$ cat src/rtl/spi_pkg.sv
// Shared definitions for the SPI serial-clock generator: FSM state encoding
// and default widths.
package spi_pkg;

    localparam int PRE_W_DEF = 8;
    localparam int CNT_W_DEF = 6;

    typedef enum logic [1:0] {
        ST_IDLE = 2'd0,
        ST_RUN  = 2'd1,
        ST_TAIL = 2'd2
    } state_t;

endpackage

$ cat src/rtl/spi_prescale_tick.sv
// Prescaler: counts 0..CPre while enabled and flags the wrap with a
// single-cycle Tick, giving one tick every CPre+1 cycles.
module spi_prescale_tick #(
    parameter int PRE_W = 8
) (
    input  logic             Clk,
    input  logic             Rst_n,
    input  logic             Clr,
    input  logic             En,
    input  logic [PRE_W-1:0] CPre,
    output logic             Tick
);

    logic [PRE_W-1:0] cnt;

    // Combinational so the caller can register its reaction on the wrap edge.
    assign Tick = En && (cnt == CPre);

    always_ff @(posedge Clk or negedge Rst_n) begin
        if (!Rst_n) begin
            cnt <= '0;
        end else if (Clr) begin
            cnt <= '0;
        end else if (En) begin
            cnt <= Tick ? '0 : cnt + PRE_W'(1);
        end
    end

endmodule

$ cat src/rtl/spi_sclk_gen.sv
// SPI serial-clock generator: runs NBits SCLK periods in the selected
// CPOL/CPHA mode, with Start/Busy/Done handshake and Sample/Shift strobes.
module spi_sclk_gen
    import spi_pkg::*;
#(
    parameter int PRE_W = PRE_W_DEF,
    parameter int CNT_W = CNT_W_DEF
) (
    input  logic             Clk,
    input  logic             Rst_n,
    input  logic             Start,
    input  logic [PRE_W-1:0] CPre,
    input  logic [CNT_W-1:0] NBits,
    input  logic             Cpol,
    input  logic             Cpha,
    output logic             Busy,
    output logic             Sclk,
    output logic             Sample,
    output logic             Shift,
    output logic             Done
);

    state_t           state, state_nxt;
    logic [PRE_W-1:0] cpre_l;
    logic [CNT_W-1:0] nbits_l;
    logic             cpol_l, cpha_l;
    logic [CNT_W:0]   edge_cnt, edge_nxt, edge_inc;
    logic             zero_pend, zero_pend_nxt;
    logic             busy_nxt, sclk_nxt, sample_nxt, shift_nxt, done_nxt;
    logic             accept, tick, sample_sel;

    // A Start coinciding with Done, or with a pending zero-length Done, is ignored.
    assign accept = (state == ST_IDLE) && Start && !Done && !zero_pend;

    spi_prescale_tick #(
        .PRE_W (PRE_W)
    ) u_prescale (
        .Clk   (Clk),
        .Rst_n (Rst_n),
        .Clr   (accept),
        .En    (state != ST_IDLE),
        .CPre  (cpre_l),
        .Tick  (tick)
    );

    assign edge_inc   = edge_cnt + (CNT_W + 1)'(1);
    // Odd edge numbers are leading edges; CPHA picks which of the two samples.
    assign sample_sel = edge_inc[0] ^ cpha_l;

    always_ff @(posedge Clk or negedge Rst_n) begin
        if (!Rst_n) begin
            cpre_l  <= '0;
            nbits_l <= '0;
            cpol_l  <= 1'b0;
            cpha_l  <= 1'b0;
        end else if (accept) begin
            cpre_l  <= CPre;
            nbits_l <= NBits;
            cpol_l  <= Cpol;
            cpha_l  <= Cpha;
        end
    end

    always_ff @(posedge Clk or negedge Rst_n) begin
        if (!Rst_n) begin
            state     <= ST_IDLE;
            edge_cnt  <= '0;
            zero_pend <= 1'b0;
            Busy      <= 1'b0;
            Sclk      <= 1'b0;
            Sample    <= 1'b0;
            Shift     <= 1'b0;
            Done      <= 1'b0;
        end else begin
            state     <= state_nxt;
            edge_cnt  <= edge_nxt;
            zero_pend <= zero_pend_nxt;
            Busy      <= busy_nxt;
            Sclk      <= sclk_nxt;
            Sample    <= sample_nxt;
            Shift     <= shift_nxt;
            Done      <= done_nxt;
        end
    end

    always_comb begin
        state_nxt     = state;
        edge_nxt      = edge_cnt;
        zero_pend_nxt = 1'b0;
        busy_nxt      = Busy;
        sclk_nxt      = Sclk;
        sample_nxt    = 1'b0;
        shift_nxt     = 1'b0;
        done_nxt      = 1'b0;

        case (state)
            ST_IDLE: begin
                busy_nxt = 1'b0;
                done_nxt = zero_pend;
                if (accept) begin
                    sclk_nxt = Cpol;
                    edge_nxt = '0;
                    if (NBits != '0) begin
                        state_nxt = ST_RUN;
                        busy_nxt  = 1'b1;
                    end else begin
                        zero_pend_nxt = 1'b1;
                    end
                end
            end
            ST_RUN: begin
                if (tick) begin
                    sclk_nxt   = ~Sclk;
                    edge_nxt   = edge_inc;
                    sample_nxt = sample_sel;
                    shift_nxt  = ~sample_sel;
                    if (edge_inc == {nbits_l, 1'b0}) begin
                        state_nxt = ST_TAIL;
                    end
                end
            end
            ST_TAIL: begin
                // Final half-period so the last SCLK level is held before Done.
                if (tick) begin
                    done_nxt  = 1'b1;
                    busy_nxt  = 1'b0;
                    state_nxt = ST_IDLE;
                end
            end
            default: begin
                state_nxt = ST_IDLE;
                busy_nxt  = 1'b0;
            end
        endcase
    end

endmodule

$ cat config.mk
export PLATFORM = sky130hd
export DESIGN_NAME = spi_sclk_gen
export DESIGN_NICKNAME = d
export VERILOG_FILES = /design/src/rtl/spi_pkg.sv /design/src/rtl/spi_prescale_tick.sv /design/src/rtl/spi_sclk_gen.sv
export SDC_FILE = /design/constraint.sdc
export NUM_CORES = 1
export LEC_CHECK = 0
export ABC_AREA = 1
export CORE_MARGIN = 1
export CORE_UTILIZATION = 46
export DETAILED_ROUTE_END_ITERATION = 10
export HOLD_SLACK_MARGIN = 0.08
export PLACE_DENSITY = 0.77
export SKIP_CTS_REPAIR_TIMING = 1
export SLEW_MARGIN = 25
export SYNTH_ARGS = -nofsm -noshare
export SYNTH_HDL_FRONTEND = slang
export SYNTH_HIERARCHICAL = 1
export SYNTH_SLANG_ARGS = --single-unit
$ cat constraint.sdc
create_clock -name Clk -period 2.6 [get_ports Clk]
set_clock_uncertainty 0.1 [all_clocks]
set_input_delay 0.52 -clock Clk [delete_from_list [all_inputs] [get_ports Clk]]
set_output_delay 0.52 -clock Clk [all_outputs]
set_load 0.1 [all_outputs]
# ---- Word-level counts from Yosys, hierarchy flattened
# Index checks and enable logic that the tools add are counted.
dict set report word_totals {
  register_bits 38
  in_bits 19
  wordCells 69
}
dict set report op_classes {
  addsub 2
  eq_ne 9
  muxes 28
  bitwise_logic 4
  reduce_logical 14
}
# cell n
set ops {}
lappend ops {{2-to-1 mux 8 bit} 3}
lappend ops {{2-to-1 mux 7 bit} 2}
lappend ops {{one-hot mux 7 bit (2 select lines)} 1}
lappend ops {{2-to-1 mux 1 bit} 13}
lappend ops {{2-to-1 mux 2 bit} 5}
lappend ops {{adder 8 x 1 -> 8 bit (second input constant)} 1}
lappend ops {{equality test 8 bit} 1}
lappend ops {{adder 7 x 1 -> 7 bit (second input constant)} 1}
lappend ops {{equality test 7 bit} 1}
lappend ops {{inequality test 2 x 1 -> 1 bit (second input constant)} 3}
lappend ops {{one-hot mux 2 bit (3 select lines)} 1}
lappend ops {{nonzero test 2 bit} 3}
lappend ops {{nonzero test 6 bit} 1}
lappend ops {{AND reduction 5 bit} 1}
lappend ops {{logical AND 1 bit} 4}
lappend ops {{inequality test 2 bit (second input constant)} 2}
lappend ops {{one-hot mux 1 bit (2 select lines)} 2}
lappend ops {{NOT 1 bit} 3}
lappend ops {{one-hot mux 1 bit (3 select lines)} 1}
lappend ops {{AND reduction 3 bit} 1}
lappend ops {{equality test 2 x 1 -> 1 bit (second input constant)} 1}
lappend ops {{equality test 2 bit (second input constant)} 1}
lappend ops {{logical NOT 1 bit} 2}
lappend ops {{logical NOT 2 bit} 1}
lappend ops {{2 further kinds} 2}

# ---- Logic depth before layout (Yosys ltp)
dict set report logic_depth {
  depth_word 6
  depth_mapped 18
  mapped_depth_nobuf 18
}

# ---- Hierarchy
# The synthesis kept the hierarchy.
# module instances cells_each area_per_inst_um2
set modules_own_cells {}
lappend modules_own_cells {spi_sclk_gen 1 190 1515.2}
lappend modules_own_cells {spi_prescale_tick 1 87 625.6}

# ---- Worst setup path before layout
# No wires, ideal clock.
dict set report synth_path {
  kind {reg2reg}
  startpoint {register Done}
  endpoint {register u_prescale.cnt[7]}
  setup_ns 0.119
  arrival_time_ns 2.057
  required_ns 2.381
  slack_ns 0.324
  stages_incl_launch_ff 9
  synth_period_minus_slack_ns 2.276
  cell_sequence {dfrtp_1 -> nor4_4 -> buf_6 -> buf_2 -> nor2_4 -> nor2_2 -> nand4_1 -> xor2_1 -> nor2_2}
}
dict set report synth_via {
  elab_chain_cells 4
  elab_cells_between_ends 5
  cone_classes {mux: 1; reduce/logical: 4}
}
# item line
set synth_lines {}
lappend synth_lines {{start: declaration} spi_sclk_gen.sv:20} ;# output logic Done
lappend synth_lines {{start signal: assignment} spi_sclk_gen.sv:82} ;# Done <= done_nxt;
lappend synth_lines {{logical NOT 1 bit (*)} spi_sclk_gen.sv:33} ;# assign accept = (state == ST_IDLE) && Start && !Done && !zero_pend;
lappend synth_lines {{logical AND 1 bit (*) (2 in series)} spi_sclk_gen.sv:33}
lappend synth_lines {{net accept} spi_sclk_gen.sv:30} ;# logic accept, tick, sample_sel;
lappend synth_lines {{2-to-1 mux 8 bit / nonzero test 2 bit (equally long branches)} -}
lappend synth_lines {{end signal: assignment} spi_prescale_tick.sv:25} ;# cnt <= Tick ? '0 : cnt + PRE_W'(1);
lappend synth_lines {{end: declaration} spi_prescale_tick.sv:14} ;# logic [PRE_W-1:0] cnt;
# The timed path passes the listed nets; every way through them passes the cells marked *.
# A chain may end at the register's enable or synchronous reset.

# ---- Worst setup path after layout
dict set report layout_path {
  startpoint {register state[1]}
  endpoint {register state[0]}
}
dict set report layout_via {
  elab_cells_between_ends 15
  cone_classes {eq/ne: 7; mux: 1; reduce/logical: 7}
}
# item line
set layout_rtl {}
lappend layout_rtl {{start: declaration} spi_sclk_gen.sv:23} ;# state_t state, state_nxt;
lappend layout_rtl {{start signal: assignment} spi_sclk_gen.sv:75} ;# state <= state_nxt;
lappend layout_rtl {{nonzero test 2 bit (*)} spi_sclk_gen.sv:41} ;# .En (state != ST_IDLE),
lappend layout_rtl {{logical AND 1 bit (*)} spi_prescale_tick.sv:17} ;# assign Tick = En && (cnt == CPre);
lappend layout_rtl {{net tick} spi_sclk_gen.sv:30}
lappend layout_rtl {{inequality test 2 x 1 -> 1 bit (no source line)} -}
lappend layout_rtl {{AND reduction 5 bit (no source line) (*)} -}
# Marked as above.

==> flow_summary.ini <==
[placed_design]
place_congestion = 0.8602
place_area_um2 = 2399
pre_cts_ws_ps = 264.9
dp_cells = 349
place_hpwl_um = 3074
placement.io_buffers = 23

[setup_path]
startpoint_type = flip-flop
worst-path-buf-inv = 4
reg2reg_slack_ps = 400
cp_cell_sequence = inv_2 -> nand2_2 -> inv_2 -> a21oi_2 -> nand2_1 -> nor2_2 -> nand3_4 -> inv_1 -> nand2_1 -> inv_1 -> nand2_1 -> nor2_1 -> nand3_1 -> nor2_1 -> nand2_1 -> nor2_2 -> o21ai_0
path_max_fanout = 5
critPathMaxStageDelay_ps = 380
crit_arrival_ps = 2270
critPathMostFrequentCell = nand2_1
worstSetupPathType = reg2reg
cpLargestDelayFamily = simple AND/OR/NAND/NOR gates
slowest_stage = dfrtp_1
end_kind = flip-flop
critical_path_required_ps = 2670

[synthesis]
syn-num-nets = 298
synth_area_um2 = 2141
yosys_warnings = 6
synth_edf_count = 0
synthArstFlopShare_pct = 100.0
ys_ff_latch = 38
syn_avg_cell_area_um2 = 7.729
yosysSeqAreaShare_pct = 44.42
ys.flop_type = dfrtp_1
synth_cells = 277
synth_cell_type_count = 31

[finish]
layout_common_cells = nand2_1, dfrtp_1, inv_1, nand3_1
antenna_cells = 0
final_common_cell = nand2_1
num-nets-final = 325
final_cells = 357
layout-drive-gt1-share_pct = 17.38
area_delta_synth_final_pct = 16.31
fill_cells = 420
final_area_um2 = 2490

[sta]
worst_slack_ps = 395.7
finalSetupTns_ps = 0
finalCritPeriodShare_pct = 84.78
period_needed_ps = 2204
slew_headroom_pct = 45.84
setup_viol = 0
rsz0062_at_grt = no
final_max_slew_viol_count = 0
hold_viol = 0
fmax_mhz = 453.7
worstMarginPinSlew_ps = 812.4

[clock_tree]
clk_pin_slew_ps = 70
clk_path_buf_depth = 2
clock_sinks = 38
h-tree-depth = 2
clk_latency_ps = 290
root_buffer = clkbuf_8
cts_tree = done
cts_made_buffers = 5

[floorplan]
num_io_pins = 24
dieArea_um2 = 4931
start_util_pct = 48.50
fp-row-count = 24
die_w_um = 70.22
coreArea_um2 = 4414
fp.dieH_um = 70.22

[detailed_routing]
via_per_inst = 4.933
drc_errors = 0
drt-pass1-iter-count = 4
wl_um = 4122
drtIter0Drc = 90
via_count = 1761
wl_per_cell_um = 11.55
ant_nets = 0

[worst_hold_path]
min_path_type = in2async

[grt]
grt_max_degree = 39
grt_pass1_wl_um = 7293
antenna_found_initial = 0
grt_pass1_vias = 1640
track_usage_pct = 19.06
grt-ovfl-total = 0

[power_and_ir_drop]
cellPowerDensity_nw_per_um2 = 884.7
power.leakage_uw = 0.001231
ir_worst_vdd_uv = 383.1

[status]
status = finished, final reports clean

[flow_run]
drv_cap = 0
worst reg2reg max path, stage by stage, from the launching register on:
cell,delay (ps)
dfrtp_1,380
inv_2,50
nand2_2,150
inv_2,70
a21oi_2,90
nand2_1,60
nor2_2,120
nand3_4,120
inv_1,180
nand2_1,80
inv_1,60
nand2_1,40
nor2_1,80
nand3_1,70
nor2_1,140
nand2_1,80
nor2_2,120
o21ai_0,80
cell families after synthesis:
group / Yosys count / share of synthesized area, %
AND/OR/NAND/NOR: 163 / 37.17
buffers and inverters: 47 / 9.000
flip-flops: 38 / 44.42
AO/OA/AOI/OAI: 19 / 4.968
XOR/XNOR: 8 / 3.273
adder cells (fa/ha/maj): 2 / 1.169
registers in the layout, summed over array words and instances, names as in the netlist:
register,flops
cpre_l,8
u_prescale/cnt,8
edge_cnt,7
nbits_l,6
state,2
Busy,1
Done,1
Sample,1
Sclk,1
Shift,1
cpha_l,1
zero_pend,1
synth_stat cells, types with 2 or more instances:
master | instances | area [um^2]
nand2_1 | 90 | 337.8
dfrtp_1 | 38 | 950.9
inv_1 | 32 | 120.1
nand3_1 | 21 | 105.1
nor2_1 | 17 | 63.81
inv_2 | 9 | 33.78
o21ai_0 | 9 | 45.04
nand2_2 | 8 | 50.05
nor2_2 | 8 | 50.05
xor2_1 | 8 | 70.07
nor2_4 | 5 | 56.30
nand4_1 | 4 | 25.02
o22ai_1 | 3 | 18.77
a21oi_1 | 2 | 10.01
buf_4 | 2 | 15.01
ha_1 | 2 | 25.02
nand2_4 | 2 | 22.52
nand3_2 | 2 | 20.02
nand3b_1 | 2 | 15.01
o21ai_1 | 2 | 10.01
layout make-up:
| cell class | count | area, um^2 | share of cell area, % |
|---|---|---|---|
| Multi-Input combinational cell | 192 | 997.2 | 40.05 |
| Sequential cell | 38 | 950.9 | 38.19 |
| Timing Repair Buffer | 25 | 227.7 | 9.146 |
| Inverter | 42 | 157.7 | 6.332 |
| Clock buffer | 7 | 86.33 | 3.467 |
| Tap cell | 52 | 65.06 | 2.613 |
| Clock inverter | 1 | 5.005 | 0.2010 |
power breakdown:
part	switching (uW)	leakage (uW)	internal, uW
clock network	200	0.0000482	214
logic	517	0.000708	301
registers	193	0.000474	778
path summary, 6_finish.rpt:
| path | from | endpoint | cells after the start |
|---|---|---|---|
| setup / recovery | state[1] | state[0] | 17 |
| hold / removal | Rst_n | nbits_l[3] | 1 |
| min in group Clk | cpha_l | cpha_l | 2 |
| max in group asynchronous | Rst_n | Sclk | 1 |
| hold reg to reg | cpha_l | cpha_l | 2 |
| setup reg to reg | state[1] | state[0] | 17 |
routing by layer:
layer	wire, um	up-vias	GRT usage (%)
met5	0	-	0
met1	1911	802	25.28
met3	197	6	4.040
met4	67	0	8.444
met2	1946	45	29.95
li1	-	908	-
metrics by stage:
stage	hold WS, ps	utilization (%)	total power (uW)
floorplan	124.4	-	1599
global placement	374.3	54.34	1768
detailed placement	386.3	54.34	1800
CTS	253.8	56.41	2225
global route	287.7	56.41	2380
finish	212.5	56.41	2203
Power figures use the tool's default switching activity.
